$ cat config.mk
export PLATFORM = sky130hd
export DESIGN_NAME = load_store_unit
export DESIGN_NICKNAME = d
export VERILOG_FILES = /design/src/rtl/load_store_unit.sv
export SDC_FILE = /design/constraint.sdc
export NUM_CORES = 1
export LEC_CHECK = 0
export BUFFER_PORTS_ARGS = -buffer_cell sky130_fd_sc_hd__buf_2
export CAP_MARGIN = 20
export CORE_UTILIZATION = 40
export DETAILED_ROUTE_END_ITERATION = 16
export PLACE_DENSITY = 0.78
export RECOVER_POWER = 100
export SETUP_SLACK_MARGIN = 0.3
export SLEW_MARGIN = 20
export SYNTH_ARGS = -nofsm -noshare
export SYNTH_HDL_FRONTEND = slang
export SYNTH_SLANG_ARGS = --single-unit
$ cat constraint.sdc
create_clock -name clk -period 3.4 [get_ports clk]
set_input_delay 0.34 -clock clk [delete_from_list [all_inputs] [get_ports clk]]
set_output_delay 0.34 -clock clk [all_outputs]
set_load 0.01 [all_outputs]
$ cat src/rtl/load_store_unit.sv
// Memory-access stage: byte/half/word loads and stores to data_memory, sub-word stores as read-modify-write.
// Latency: load 2 cycles, word store 2, sub-word store 3, error 1 (LSU_MISALIGN_TRAP_EN traps misaligned/illegal requests).
// Backpressure: req_ready only in IDLE; a requester holds its fields until accepted.
module load_store_unit #(
    parameter int IDX_W = 6
) (
    input  logic        clk,
    input  logic        reset_n,
    input  logic        req_valid,
    input  logic        req_write,
    input  logic [1:0]  req_size,
    input  logic        req_signed,
    input  logic [31:0] req_addr,
    input  logic [31:0] req_wdata,
    output logic        req_ready,
    output logic        resp_valid,
    output logic [31:0] resp_rdata,
    output logic        resp_err,
    output logic        MemRead,
    output logic        MemWrite,
    output logic [31:0] Address,
    output logic [31:0] Write_data,
    input  logic [31:0] Read_data
);

    typedef enum logic [1:0] {IDLE, RD, RMW, WR} state_t;

    state_t      state, state_nxt;
    logic [1:0]  size_q, lane_q;
    logic        signed_q;
    logic [31:0] wdata_q;

    logic [1:0]  eff_size, eff_lane;
    logic        req_err;
    logic [31:0] idx;
    logic [4:0]  lane_shift;
    logic [31:0] rd_shifted, load_val, merge_mask, merged;

    logic        capture;
    logic        mem_rd_nxt, mem_wr_nxt, resp_valid_nxt, resp_err_nxt;
    logic [31:0] addr_nxt, wdata_nxt, rdata_nxt;

    logic unused_addr_hi;
    assign unused_addr_hi = ^req_addr[31:IDX_W+2];

    assign idx       = {{(32-IDX_W){1'b0}}, req_addr[IDX_W+1:2]};
    assign req_ready = (state == IDLE);

    // Alignment policy: trap, or silently clear the offending low address bits.
    always_comb begin
        eff_size = req_size;
        eff_lane = req_addr[1:0];
        req_err  = 1'b0;
`ifdef LSU_MISALIGN_TRAP_EN
        req_err = (req_size == 2'b11) ||
                  (req_size == 2'b01 && req_addr[0]) ||
                  (req_size == 2'b10 && req_addr[1:0] != 2'b00);
`else
        case (req_size)
            2'b01:        eff_lane = {req_addr[1], 1'b0};
            2'b10, 2'b11: begin
                eff_size = 2'b10;
                eff_lane = 2'b00;
            end
            default: ;
        endcase
`endif
    end

    assign lane_shift = {lane_q, 3'b000};
    assign rd_shifted = Read_data >> lane_shift;
    assign merge_mask = ((size_q == 2'b00) ? 32'h0000_00FF : 32'h0000_FFFF) << lane_shift;
    assign merged     = (Read_data & ~merge_mask) | ((wdata_q << lane_shift) & merge_mask);

    always_comb begin
        case (size_q)
            2'b00:   load_val = {{24{signed_q & rd_shifted[7]}}, rd_shifted[7:0]};
            2'b01:   load_val = {{16{signed_q & rd_shifted[15]}}, rd_shifted[15:0]};
            default: load_val = Read_data;
        endcase
    end

    // Next-state and next values of every registered output.
    always_comb begin
        state_nxt      = state;
        capture        = 1'b0;
        mem_rd_nxt     = 1'b0;
        mem_wr_nxt     = 1'b0;
        resp_valid_nxt = 1'b0;
        resp_err_nxt   = 1'b0;
        rdata_nxt      = 32'h0;
        addr_nxt       = Address;
        wdata_nxt      = Write_data;
        case (state)
            IDLE: begin
                if (req_valid) begin
                    if (req_err) begin
                        resp_valid_nxt = 1'b1;
                        resp_err_nxt   = 1'b1;
                    end else begin
                        capture  = 1'b1;
                        addr_nxt = idx;
                        if (!req_write) begin
                            state_nxt  = RD;
                            mem_rd_nxt = 1'b1;
                        end else if (eff_size == 2'b10) begin
                            state_nxt  = WR;
                            mem_wr_nxt = 1'b1;
                            wdata_nxt  = req_wdata;
                        end else begin
                            state_nxt  = RMW;
                            mem_rd_nxt = 1'b1;
                        end
                    end
                end
            end
            RD: begin
                rdata_nxt      = load_val;
                resp_valid_nxt = 1'b1;
                state_nxt      = IDLE;
            end
            RMW: begin
                wdata_nxt  = merged;
                mem_wr_nxt = 1'b1;
                state_nxt  = WR;
            end
            WR: begin
                resp_valid_nxt = 1'b1;
                state_nxt      = IDLE;
            end
            default: state_nxt = IDLE;
        endcase
    end

    always_ff @(posedge clk or negedge reset_n) begin
        if (!reset_n) begin
            state      <= IDLE;
            MemRead    <= 1'b0;
            MemWrite   <= 1'b0;
            Address    <= 32'h0;
            Write_data <= 32'h0;
            resp_valid <= 1'b0;
            resp_err   <= 1'b0;
            resp_rdata <= 32'h0;
            size_q     <= 2'b00;
            lane_q     <= 2'b00;
            signed_q   <= 1'b0;
            wdata_q    <= 32'h0;
        end else begin
            state      <= state_nxt;
            MemRead    <= mem_rd_nxt;
            MemWrite   <= mem_wr_nxt;
            Address    <= addr_nxt;
            Write_data <= wdata_nxt;
            resp_valid <= resp_valid_nxt;
            resp_err   <= resp_err_nxt;
            resp_rdata <= rdata_nxt;
            if (capture) begin
                size_q   <= eff_size;
                lane_q   <= eff_lane;
                signed_q <= req_signed;
                wdata_q  <= req_wdata;
            end
        end
    end

endmodule

==> results list, run 1 <==
- The run finished, with violations left.
* Failing checks: max-capacitance violations, max-slew violations
- Layout overhead on the synthesized area: 17.5%
- Filler cell count: 1,234
- TritonCTS built the clock tree.
- Most used flip-flop cell after synthesis: sky130_fd_sc_hd__dfrtp_1
* Post-route ant nets: 0
* Number of setup buffers added after CTS: 0
* Actual slew at the worst max-slew pin: 1.89 ns
* Setup_tns: 0 ns
- Clock-pin slew reported for the worst setup and hold paths after clock tree synthesis: 0.06 ns
* Sequential group share of total power: 0.373
* Total of hold buffers inserted after clock tree synthesis: 0
- Synthesis produced a netlist whose cell count is 540.
- The number of antenna violations at the first check in global routing is 0.
- After synthesis, the cell types taking the most area are sky130_fd_sc_hd__dfrtp_1, sky130_fd_sc_hd__nand2_1, sky130_fd_sc_hd__buf_4, sky130_fd_sc_hd__a21o_1, sky130_fd_sc_hd__nor2_1.
- Number of hold violations in the final report: 0
- Biggest area consumer among synthesized cells: sky130_fd_sc_hd__dfrtp_1
* Area fraction of the dominant cell type after synthesis: 0.477
* Count of routing violations after the opening detailed-route iteration: 437
- Total cell area at the placement stage: 5790 sq um
* Root buffer cell: sky130_fd_sc_hd__clkbuf_16
* Number of global-route vias before repair: 4,360
- RD Place Congestion: 0.902
* Clock network latency to the later pin of the worst-skew pair: 0.35 ns
* Number of different library cells in the post-synthesis netlist: 43
- In the global route stage, overall resource usage came out at 0.240.
- Critical path class: flop to flop
* Number of inserted diodes: 0
- Post-Syn Area: 5040 sq um
- Inst Count DP: 827
- In this run, post-CTS repair resized a total of 0 instances.
- The routed layout has 4,568 vias.
* Highest Clock Rate: 365 MHz
* Met2 routed wirelength: 7.01 mm
- Startpoint Class: flop
* Leakage power total: 2.87 nW
- Dividing the final minimum period by the clock period gives 0.806.
- Share of flip-flops with an asynchronous set or reset after synthesis: 1.00
* Post-detailed-route via-to-cell ratio: 5.43
- Minimum clock period: 2.74 ns
- The H-tree generated during clock tree synthesis spans 3 levels.
- Yosys mapped a number of flops with a built-in enable equal to 0.
- NetSw: 2.49 mW
* Data arrival time of the worst path: 2.97 ns
- Total power: 5.66 mW
* Most used standard cell by instance count after synthesis: sky130_fd_sc_hd__nand2_1
* Critical-path maximum fanout: 18
- Sorting the synthesized cells by how often they occur yields sky130_fd_sc_hd__nand2_1, sky130_fd_sc_hd__dfrtp_1, sky130_fd_sc_hd__nor2_1.
* #FFs+latches synth: 96
- In this run the core area contains 40 standard-cell rows.
- Clock buffers created by TritonCTS: 9
- Uppermost signal routing layer after detailed routing: met4
* 1st-pass router iterations: 4
* Die width: 114 um
- Across the VDD grid, the largest voltage drop is 423 uV.
- Sequential share of the synthesized area: 0.477
* Number of warnings reported in the yosys synthesis log: 0
- Once layout is done, the placed cells without fillers occupy 5920 sq um.
- Category of the worst setup path capture point: flop
- Internal power comes to 3.17 mW.
- Final std cells w/o fill: 841
- Across the run, the number of max-cap violations was 1.
* Routed wl met3: 1.06 mm
- Leftover overflow at the end of global routing: 0
- Required time reported for the critical path endpoint: 3.63 ns
* WL final: 15.3 mm
- Hold WC Path Type: input port to flop
- The floorplan step defined a die boundary enclosing 13,000 sq um.
- Power Dens Cells: 955 nW/um^2
- Pin count of the biggest net entering global routing: 77
- Each instance of the synthesized netlist takes up on average 9.33 sq um.
* Routed met1 length: 6.67 mm
* Layout net count: 773
- Number of slew-limit violations in the final report: 77
* Port Buffers: 152
- Chip height: 114 um
- Sw Share: 0.440
* Average wire length per cell after detail routing: 18.2 um
- Number of top-level design ports: 204
- Wire length of the first global-routing pass: 23.3 mm
* Comb pwr share: 0.466
- Once detailed placement completed, the half-perimeter wirelength came to 11.4 mm.
* Buffer depth of the longest clock path: 2
* Max-Slew Margin vs Limit: -0.262
- Starting density of the core: 0.414
* DRC violation count after routing: 0
* Layout cells sized above 1: 0.172
* Count of clock tree sinks: 96
* Area of the core region: 12,200 sq um
- Clock network fraction of design power: 0.161
- Unrepaired setup endpoints after global routing: no
* Setup Skew: 0.00645 ns
- Number of setup violations in the final report: 0
==> power groups by stage <==
stage / sequential (mW) / combinational [mW] / clock, mW
after global routing: 2.16 / 2.90 / 0.979
after global placement: 2.08 / 2.68 / 0
after floorplan: 2.10 / 1.82 / 0
final: 2.11 / 2.63 / 0.912
after CTS: 2.09 / 2.76 / 0.937
after detailed placement: 2.11 / 2.75 / 0
==> layout by cell type (no fill, tap or decap), drive strengths merged, types with 6 or more instances in the layout <==
master	count
nor2b	12
a31oi	20
nand2	101
buf	85
nor2	51
a222oi	7
nand2b	10
o221a	12
o32a	15
a21oi	10
dfrtp	96
nor4	7
o21ai	33
a211oi	11
clkbuf	92
conb	27
a21o	25
or3	7
mux2i	18
o21a	6
==> cell families (layout without fill, tap and decap cells) <==
group | after synthesis | after routing | synth area share
buffers and inverters | 75 | 182 | 0.0849
AO/OA/AOI/OAI | 146 | 146 | 0.217
multiplexers | 20 | 20 | 0.0425
flip-flops | 96 | 96 | 0.477
AND/OR/NAND/NOR | 202 | 202 | 0.178
other | 1 | 27 | 0.000744
==> per-layer routing <==
| layer | GRT usage | vias to the layer above |
|---|---|---|
| li1 | - | 2110 |
| met3 | 0.0376 | 40 |
| met1 | 0.323 | 2205 |
| met2 | 0.371 | 213 |
| met5 | 0 | - |
| met4 | 0.133 | 0 |
==> sequential cells by signal (all words and copies together) (netlist names) <==
name / count
Write_data: 32
resp_rdata: 32
wdata_q: 16
Address: 6
lane_q: 2
size_q: 2
state: 2
MemRead: 1
MemWrite: 1
resp_valid: 1
signed_q: 1
==> critical path: stages, from the launching register on <==
cell and delay (ns):
sky130_fd_sc_hd__dfrtp_1 0.82, sky130_fd_sc_hd__nand2b_1 0.19, sky130_fd_sc_hd__clkbuf_1 0.51, sky130_fd_sc_hd__o21ai_0 0.42
sky130_fd_sc_hd__o221a_2 0.39, sky130_fd_sc_hd__o32a_1 0.29
==> final cells by class <==
type / instances / area (sq um) / share of cell area
multi-input cells: 395 / 2290 / 0.387
inverters: 4 / 15.0 / 0.00254
clock inverters: 1 / 5.00 / 0.000845
well taps: 168 / 210 / 0.0355
clock buffers: 13 / 250 / 0.0423
flip-flops and latches: 96 / 2400 / 0.406
repair buffers: 164 / 743 / 0.126
==> per-stage QoR <==
stage / setup WS [ns] / utilization / hold slack [ns]
floorplan: 1.79 / - / 0.0444
detailed placement: 1.04 / 0.476 / 0.461
global placement: 1.12 / 0.476 / 0.456
global route: 0.460 / 0.487 / 0.190
finish: 0.660 / 0.487 / 0.183
CTS: 1.02 / 0.497 / 0.174
==> worst paths after layout <==
check / from / to / slack, ns / cells after the start
worst max-delay path: lane_q[0] / Write_data[21] / 0.66 / 5
worst min-delay path: req_addr[4] / Address[2] / 0.18 / 3
worst max register to register: lane_q[0] / Write_data[21] / 0.66 / 5
worst min register to register: Address[2] / Address[2] / 0.47 / 2
max in group asynchronous: reset_n / resp_rdata[1] / 1.43 / 2
min in group asynchronous: reset_n / resp_rdata[24] / 0.49 / 1
Power figures use the tool's default switching activity.
==> inputs of run 2 (changes only) <==
--- a/config.mk
+++ b/config.mk
@@ -9,7 +9,7 @@
 export CAP_MARGIN = 20
 export CORE_UTILIZATION = 40
 export DETAILED_ROUTE_END_ITERATION = 16
-export PLACE_DENSITY = 0.78
+export PLACE_DENSITY = 0.81
 export RECOVER_POWER = 100
 export SETUP_SLACK_MARGIN = 0.3
 export SLEW_MARGIN = 20
==> constraint.sdc (replaced) <==
create_clock -name clk -period 2.4 [get_ports clk]
set_input_delay 0.24 -clock clk [delete_from_list [all_inputs] [get_ports clk]]
set_output_delay 0.24 -clock clk [all_outputs]
set_load 0.01 [all_outputs]
==> run 2 against run 1 <==
The run now ends clean. Critical endpoint is now Write_data[23]. Clock-buffer cell count unchanged. Global-route usage decreased by 0.52 points. Sequential share of layout area decreased by 0.57 points. Register-to-register slack got worse by 0.43 ns. Utilization increased by 0.69 points.
==> results list, run 2 (same netlist as run 1, synthesis figures left out) <==
* Buffer depth of the longest clock path: 2 (unchanged)
- GR met3 Demand/Resource: 0.0667 (+0.0291)
- Cell chain of the critical path: buf_4 > nand2b_1 > o21ai_0 > o221a_2 > o32a_1
- Required time reported for the critical path endpoint: 2.68 ns (-0.95 ns)
* Wire length of the first global-routing pass: 23.2 mm (-0.74%)
* Max-Slew Margin vs Limit: 0.145 (+0.407)
* Sw Share: 0.435 (-0.00458)
- The total internal power was 4.54 mW (+43%).
* Layout cells sized above 1: 0.179 (+0.00679)
- Total number of placement rows: 40 (unchanged)
* Sequential group share of total power: 0.365 (-0.008)
- The H-tree level count is 3 (unchanged).
- Root buffer cell: sky130_fd_sc_hd__clkbuf_16
- Category of the worst setup path capture point: flop
* Startpoint Class: flop
- Worst slack after detailed placement: 0.424 ns (-0.613 ns)
- The post-layout worst setup margin is 0.230 ns (-0.430 ns).
- Average wire length per cell after detail routing: 17.5 um (-4.0%)
* Count of clock tree sinks: 96 (unchanged)
* Clock network latency to the later pin of the worst-skew pair: 0.34 ns (about the same)
- The cell count of the worst reg-to-reg path was 5 (unchanged).
- The number of detailed-routing iterations run before antenna repair was 5 (+1).
- The final worst-path cycle share is 0.904 (+0.0983).
- Count of routing violations after the opening detailed-route iteration: 418 (-4.3%)
* Cell family with the largest share of critical-path delay: compound AO/OA/AOI/OAI gates
- Setup_tns: 0 ns (unchanged)
- In the layout the commonest cells are sky130_fd_sc_hd__nand2_1, sky130_fd_sc_hd__dfrtp_1, sky130_fd_sc_hd__clkbuf_1.
* Critical-path maximum fanout: 13 (-5)
* Via count: 4,588 (+0.44%)
* Minimum clock period: 2.17 ns (-0.570 ns)
- Outcome: complete, no violations
* Number of setup violations in the final report: 0 (unchanged)
* Area of the die: 13,000 sq um (unchanged)
- The maximum resistive drop on vdd is 856 uV (+100%).
* Clock tree from TritonCTS: yes
- Largest registers ranked by flip-flop count: Write_data x32, resp_rdata x32, wdata_q x16
- Number of maximum-capacitance violations: 0 (-1)
* Met2 capacity usage during global routing: 0.355 (-0.0154)
* Post-route ant nets: 0 (unchanged)
- Launching instance or port of the critical path: lane_q[1]
- Start of the worst register-to-register path: lane_q[1]
- The via count normalized by instance count came to 5.39 (-0.74%).
- Number of slew-limit violations in the final report: 0 (-100%)
* Port Buffers: 152 (unchanged)
- Final HPWL from detailed placement: 11.1 mm (-2.1%)
- Actual slew at the worst max-slew pin: 1.28 ns (-0.610 ns)
* WL final: 14.9 mm (-2.9%)
* Leakage power total: 2.91 nW (+1.5%)
- RD Place Congestion: 0.928 (+2.9%)
- Setup Skew: 0.00871 ns (+0.00226 ns)
* Number of hold violations in the final report: 0 (unchanged)
- Capture point of the worst reg-to-reg path: Write_data[23]
- The sum of overflow across all layers after global routing was 0 (unchanged).
- Data arrival time of the worst path: 2.45 ns (-0.52 ns)
- The largest net degree at the start of global routing was 51 (-34%).
- Slowest library cell on the worst path: sky130_fd_sc_hd__o21ai_0
- Number of top-level design ports: 204 (unchanged)
- The met1 track utilization from global routing is 0.318 (-0.00565).
* Clock-pin slew reported for the worst setup and hold paths after clock tree synthesis: 0.07 ns (about the same)
- Largest incremental delay on the critical path: 0.59 ns (-0.23 ns)
- The power per cell area is 1340 nW/um^2 (+40%).
* Worst path bufs/invs: 1 (unchanged)
- Setup repair after global routing left no endpoint under its margin.
* Die width: 114 um (unchanged)
* Timing endpoint of the critical path: Write_data[23]
- Hold WC Path Type: input port to flop
* Critical path class: flop to flop
* Commonest non-fill, non-tap cell in the layout: sky130_fd_sc_hd__nand2_1
- Clock buffers created by TritonCTS: 9 (unchanged)
- Starting density of the core: 0.414 (unchanged)
- The relative contribution of combinational cells to total power came to 0.474 (+0.008).
- Number of global-route vias before repair: 4,257 (-2.4%)
* Chip height: 114 um (unchanged)
* Number of setup buffers added after CTS: 0 (unchanged)
- GRT busiest layer: met2
- The clock power share was 0.161 (about the same).
* Highest Clock Rate: 461 MHz (+26%)
- The core area is 12,200 sq um (unchanged).
- The number of stages on the worst setup path came to 5 (unchanged).
- DRC violation count after routing: 0 (unchanged)
- From synthesis to final layout, the design area changed by 19.2%.
* Number of antenna violations at the first check in global routing: 2 (+2)
* Layout net count: 781 (+1.0%)
* NetSw: 3.50 mW (+41%)
- The register-to-register setup slack came to 0.23 ns (-0.43 ns).
- Global Route Usage Sum: 0.235 (-0.00520)
==> run 2: cell types whose count changed in the layout (fill, tap and decap cells not counted), sizes merged <==
cell / delta
buf: +6
clkbuf: +1
dlygate4sd3: +1
diode: +2
==> run 2: worst reg2reg max path, stage by stage (launching register included) <==
cell	delay [ns]
sky130_fd_sc_hd__dfrtp_1	0.53
sky130_fd_sc_hd__buf_4	0.25
sky130_fd_sc_hd__nand2b_1	0.19
sky130_fd_sc_hd__o21ai_0	0.59
sky130_fd_sc_hd__o221a_2	0.38
sky130_fd_sc_hd__o32a_1	0.15
==> run 2: worst min path at each step <==
stage / startpoint / to / slack (ns) / cells after the start
global placement: reset_n / resp_rdata[28] / 0.15 / 1
global route: req_addr[2] / Address[0] / 0.07 / 3
detailed placement: reset_n / resp_rdata[28] / 0.15 / 1
finish: req_addr[7] / Address[5] / 0.08 / 3
floorplan: reset_n / Address[0] / -0.06 / 0
CTS: req_addr[5] / Address[3] / 0.07 / 3
==> run 2: repair_timing <==
action / CTS / global route
gates resized for setup: 0 / 1
hold buffers: 1 / 0
setup endpoints to repair: 0 / 18
endpoints found under the hold margin: 19 / 0
==> run 2: final cells by class <==
class	instances	area, sq um
fill	1188	6160
sequential	96	2400
multi-input combinational	395	2300
timing repair buffer	172	815
clock buffer	13	250
tap	168	210
inverter	4	15.0
clock inverter	1	5.00
antenna	2	5.00
==> run 2: routing by layer <==
layer / up-vias / wire, um
li1: 2138 / -
met3: 33 / 1390
met5: - / 0
met1: 2170 / 6380
met2: 247 / 6710
met4: 0 / 423
==> run 2: power groups by stage <==
| stage | clock network [mW] | logic, mW | registers (mW) |
|---|---|---|---|
| after floorplan | 0 | 2.57 | 2.97 |
| after global placement | 0 | 3.89 | 2.93 |
| after detailed placement | 0 | 3.96 | 2.94 |
| after CTS | 1.31 | 3.99 | 2.92 |
| after global routing | 1.39 | 4.20 | 3.02 |
| final | 1.30 | 3.82 | 2.94 |
==> run 2: through the flow <==
step	power (mW)	cell area [sq um]	util	hold slack, ns	cells
after floorplan	5.55	5130	-	-0.0556	566
after global routing	8.61	6000	0.493	0.0740	850
final	8.05	6000	0.494	0.0805	851
after CTS	8.22	6120	0.503	0.0724	849
after detailed placement	6.90	5850	0.481	0.150	834
after global placement	6.82	5850	0.481	0.148	834
==> inputs of run 3 (changes only) <==
--- a/config.mk
+++ b/config.mk
@@ -9,7 +9,7 @@
 export CAP_MARGIN = 20
 export CORE_UTILIZATION = 40
 export DETAILED_ROUTE_END_ITERATION = 16
-export PLACE_DENSITY = 0.81
+export PLACE_DENSITY = 0.67
 export RECOVER_POWER = 100
 export SETUP_SLACK_MARGIN = 0.3
 export SLEW_MARGIN = 20
==> run 3 against run 2 <==
Via count down 1.7%. Design area up 1.2%. Global-route usage up 0.60 points. Utilization up 0.59 points. Sequential power down 1%. Power up 2.2%. Clock power up 7%. Wire length up 2.3%. Worst hold slack worse by 0.0035 ns. Clock skew up 0.0035 ns. Critical path type unchanged. Cell count up 0.35%.
==> results list, run 3 (same netlist as run 1, synthesis figures left out) <==
* Total non-filler cell area in the finished layout: 6070 sq um (+1.2%)
- Critical-path maximum fanout: 16 (+3)
- The static leakage power came to 2.94 nW (+1.1%).
- The via count normalized by instance count is 5.28 (-2.0%).
* Final HPWL from detailed placement: 11.6 mm (+3.9%)
* Layout cells sized above 1: 0.188 (+0.00890)
- Buffer depth of the longest clock path: 2 (unchanged)
* Area of the core region: 12,200 sq um (unchanged)
- Reg2Reg Depth: 4 (-1)
- Number of hold violations in the final report: 0 (unchanged)
- The area after detailed placement is 5890 sq um (+0.60%).
* Largest incremental delay on the critical path: 0.57 ns (-0.02 ns)
- Global Route Usage Sum: 0.241 (+0.00599)
- The run finished with clean final reports.
* Layout overhead on the synthesized area: 20.6%
- Clock-pin slew reported for the worst setup and hold paths after clock tree synthesis: 0.07 ns (about the same)
* Final worst path period share: 0.861 (-0.0434)
- The instance count along the most critical hold path came to 3 (unchanged).
- The final routed wire length divided by cell count was 17.9 um (+1.9%).
* Chip height: 114 um (unchanged)
* Wire length of the first global-routing pass: 23.4 mm (+0.83%)
- The maximum clock frequency was 484 MHz (+5.0%).
- The setup violation total in the final timing report came to 0 (unchanged).
- The data required time at the worst endpoint is 2.68 ns (about the same).
- Critical path class: flop to flop
- Actual slew at the worst max-slew pin: 1.16 ns (-0.117 ns)
* Count of H-tree levels built during CTS: 3 (unchanged)
* Root buffer cell: sky130_fd_sc_hd__clkbuf_16
- The total power draw was 8.23 mW (+2.2%).
* Die width: 114 um (unchanged)
* Max-Slew Margin vs Limit: 0.224 (+0.0783)
- The insertion delay of the later-clocked pin in the worst-skew pair was 0.35 ns (about the same).
- Number of antenna violations at the first check in global routing: 0 (-2)
- Largest registers ranked by flip-flop count: Write_data x32, resp_rdata x32, wdata_q x16
* Unrepaired setup endpoints after global routing: no
- The pre-CTS setup slack was 0.473 ns (+0.0487 ns).
* Category of the worst setup path capture point: flop
* Post-route ant nets: 0 (unchanged)
- Via count: 4,510 (-1.7%)
- Count of clock tree sinks: 96 (unchanged)
* Setup Skew: 0.0122 ns (+0.00352 ns)
- Number of maximum-capacitance violations: 0 (unchanged)
* Starting density of the core: 0.414 (unchanged)
* Clock tree from TritonCTS: yes
* Pin count of the biggest net entering global routing: 53 (+3.9%)
- The maximum resistive drop on vdd was 595 uV (-31%).
- Number of inserted diodes: 0 (-2)
- Startpoint Class: flop
* Total number of placement rows: 40 (unchanged)
- The area of the die was 13,000 sq um (unchanged).
- Number of top-level design ports: 204 (unchanged)
- The clock buffer count from CTS is 9 (unchanged).
* Minimum clock period: 2.07 ns (-0.104 ns)
* Number of setup buffers added after CTS: 0 (unchanged)
- The library cell used most frequently in the layout, excluding fill and tap cells, is sky130_fd_sc_hd__nand2_1.
* WL final: 15.2 mm (+2.3%)
- The data arrival at the endpoint of the critical path is 2.34 ns (-0.11 ns).
- In the layout the commonest cells are sky130_fd_sc_hd__nand2_1, sky130_fd_sc_hd__dfrtp_1, sky130_fd_sc_hd__clkbuf_1.
- Among all stages on the critical path, the largest delay is contributed by sky130_fd_sc_hd__dfrtp_1.
* Number of slew-limit violations in the final report: 0 (unchanged)
- Layout net count: 784 (+0.38%)
- The detailed-route DRC error count came to 0 (unchanged).
- Final Core Density: 0.499 (+0.00587)
- The number of detailed-routing iterations run before antenna repair came to 5 (unchanged).
- The number of port buffers came to 152 (unchanged).
* Number of global-route vias before repair: 4,255 (-0.047%)
- Leftover overflow at the end of global routing: 0 (unchanged)
* RD Place Congestion: 0.921 (-0.77%)
- Hold WC Path Type: input port to flop
- Setup_tns: 0 ns (unchanged)
* Count of routing violations after the opening detailed-route iteration: 394 (-5.7%)
- Traced cell by cell, the critical path runs through nor2b_1 > clkbuf_1 > and2_1 > a21o_1.
- The power per cell area came to 1350 nW/um^2 (+1.0%).
- The post-layout worst setup margin is 0.334 ns (+0.104 ns).
-- run 3: cell count changes in the layout (fill, tap and decap cells not counted), sizes merged --
cell      delta
buf          +2
clkbuf       +2
clkinvlp     +1
diode        -2
-- run 3: per-stage QoR --
step | std cells | hold slack, ns
final | 854 | 0.0771
after global routing | 854 | 0.0833
after CTS | 854 | 0.0716
after detailed placement | 837 | 0.287
after global placement | 837 | 0.273
after floorplan | 566 | -0.0556
-- run 3: final cells by class --
cell class / count / area [sq um]
clock buffers: 14 / 274
clock inverters: 2 / 12.5
fillers: 1228 / 6090
inverters: 4 / 15.0
multi-input cells: 395 / 2310
flip-flops and latches: 96 / 2400
well taps: 168 / 210
repair buffers: 175 / 847
-- run 3: critical path, delay by kind of cell (launching register included) --
| family | cells | cell delay [ns] |
|---|---|---|
| and+or+nand+nor | 2 | 0.88 |
| DFF | 1 | 0.57 |
| AOI/OAI and AO/OA | 1 | 0.21 |
| buffers and inverters | 1 | 0.32 |
-- run 3: path summary, 6_finish.rpt --
| check | from | end | slack (ns) |
|---|---|---|---|
| max | state[1] | resp_rdata[24] | 0.33 |
| min | req_addr[4] | Address[2] | 0.08 |
| max reg2reg | state[1] | resp_rdata[24] | 0.33 |
| min reg2reg | Write_data[3] | Write_data[3] | 0.48 |
| max in group asynchronous | reset_n | Write_data[10] | 0.88 |
| min in group asynchronous | reset_n | resp_rdata[3] | 0.67 |
-- run 3: where the power goes --
group	leakage (nW)	switching, mW	internal, mW
Combinational	1.60	2.42	1.53
Clock	0.139	0.598	0.787
Sequential	1.21	0.556	2.34
-- run 3: metal layers --
layer / part of all wire / up-vias / track usage
met5: 0 / - / 0
met4: 0.023 / 0 / 0.104
met3: 0.060 / 21 / 0.0397
met2: 0.46 / 184 / 0.368
met1: 0.45 / 2169 / 0.338
li1: - / 2136 / -
-- run 3: timing repair --
action,CTS,global route
endpoints found under the setup margin,0,1
hold endpoints to repair,44,0
gates resized for setup,0,1
hold buffers,1,0
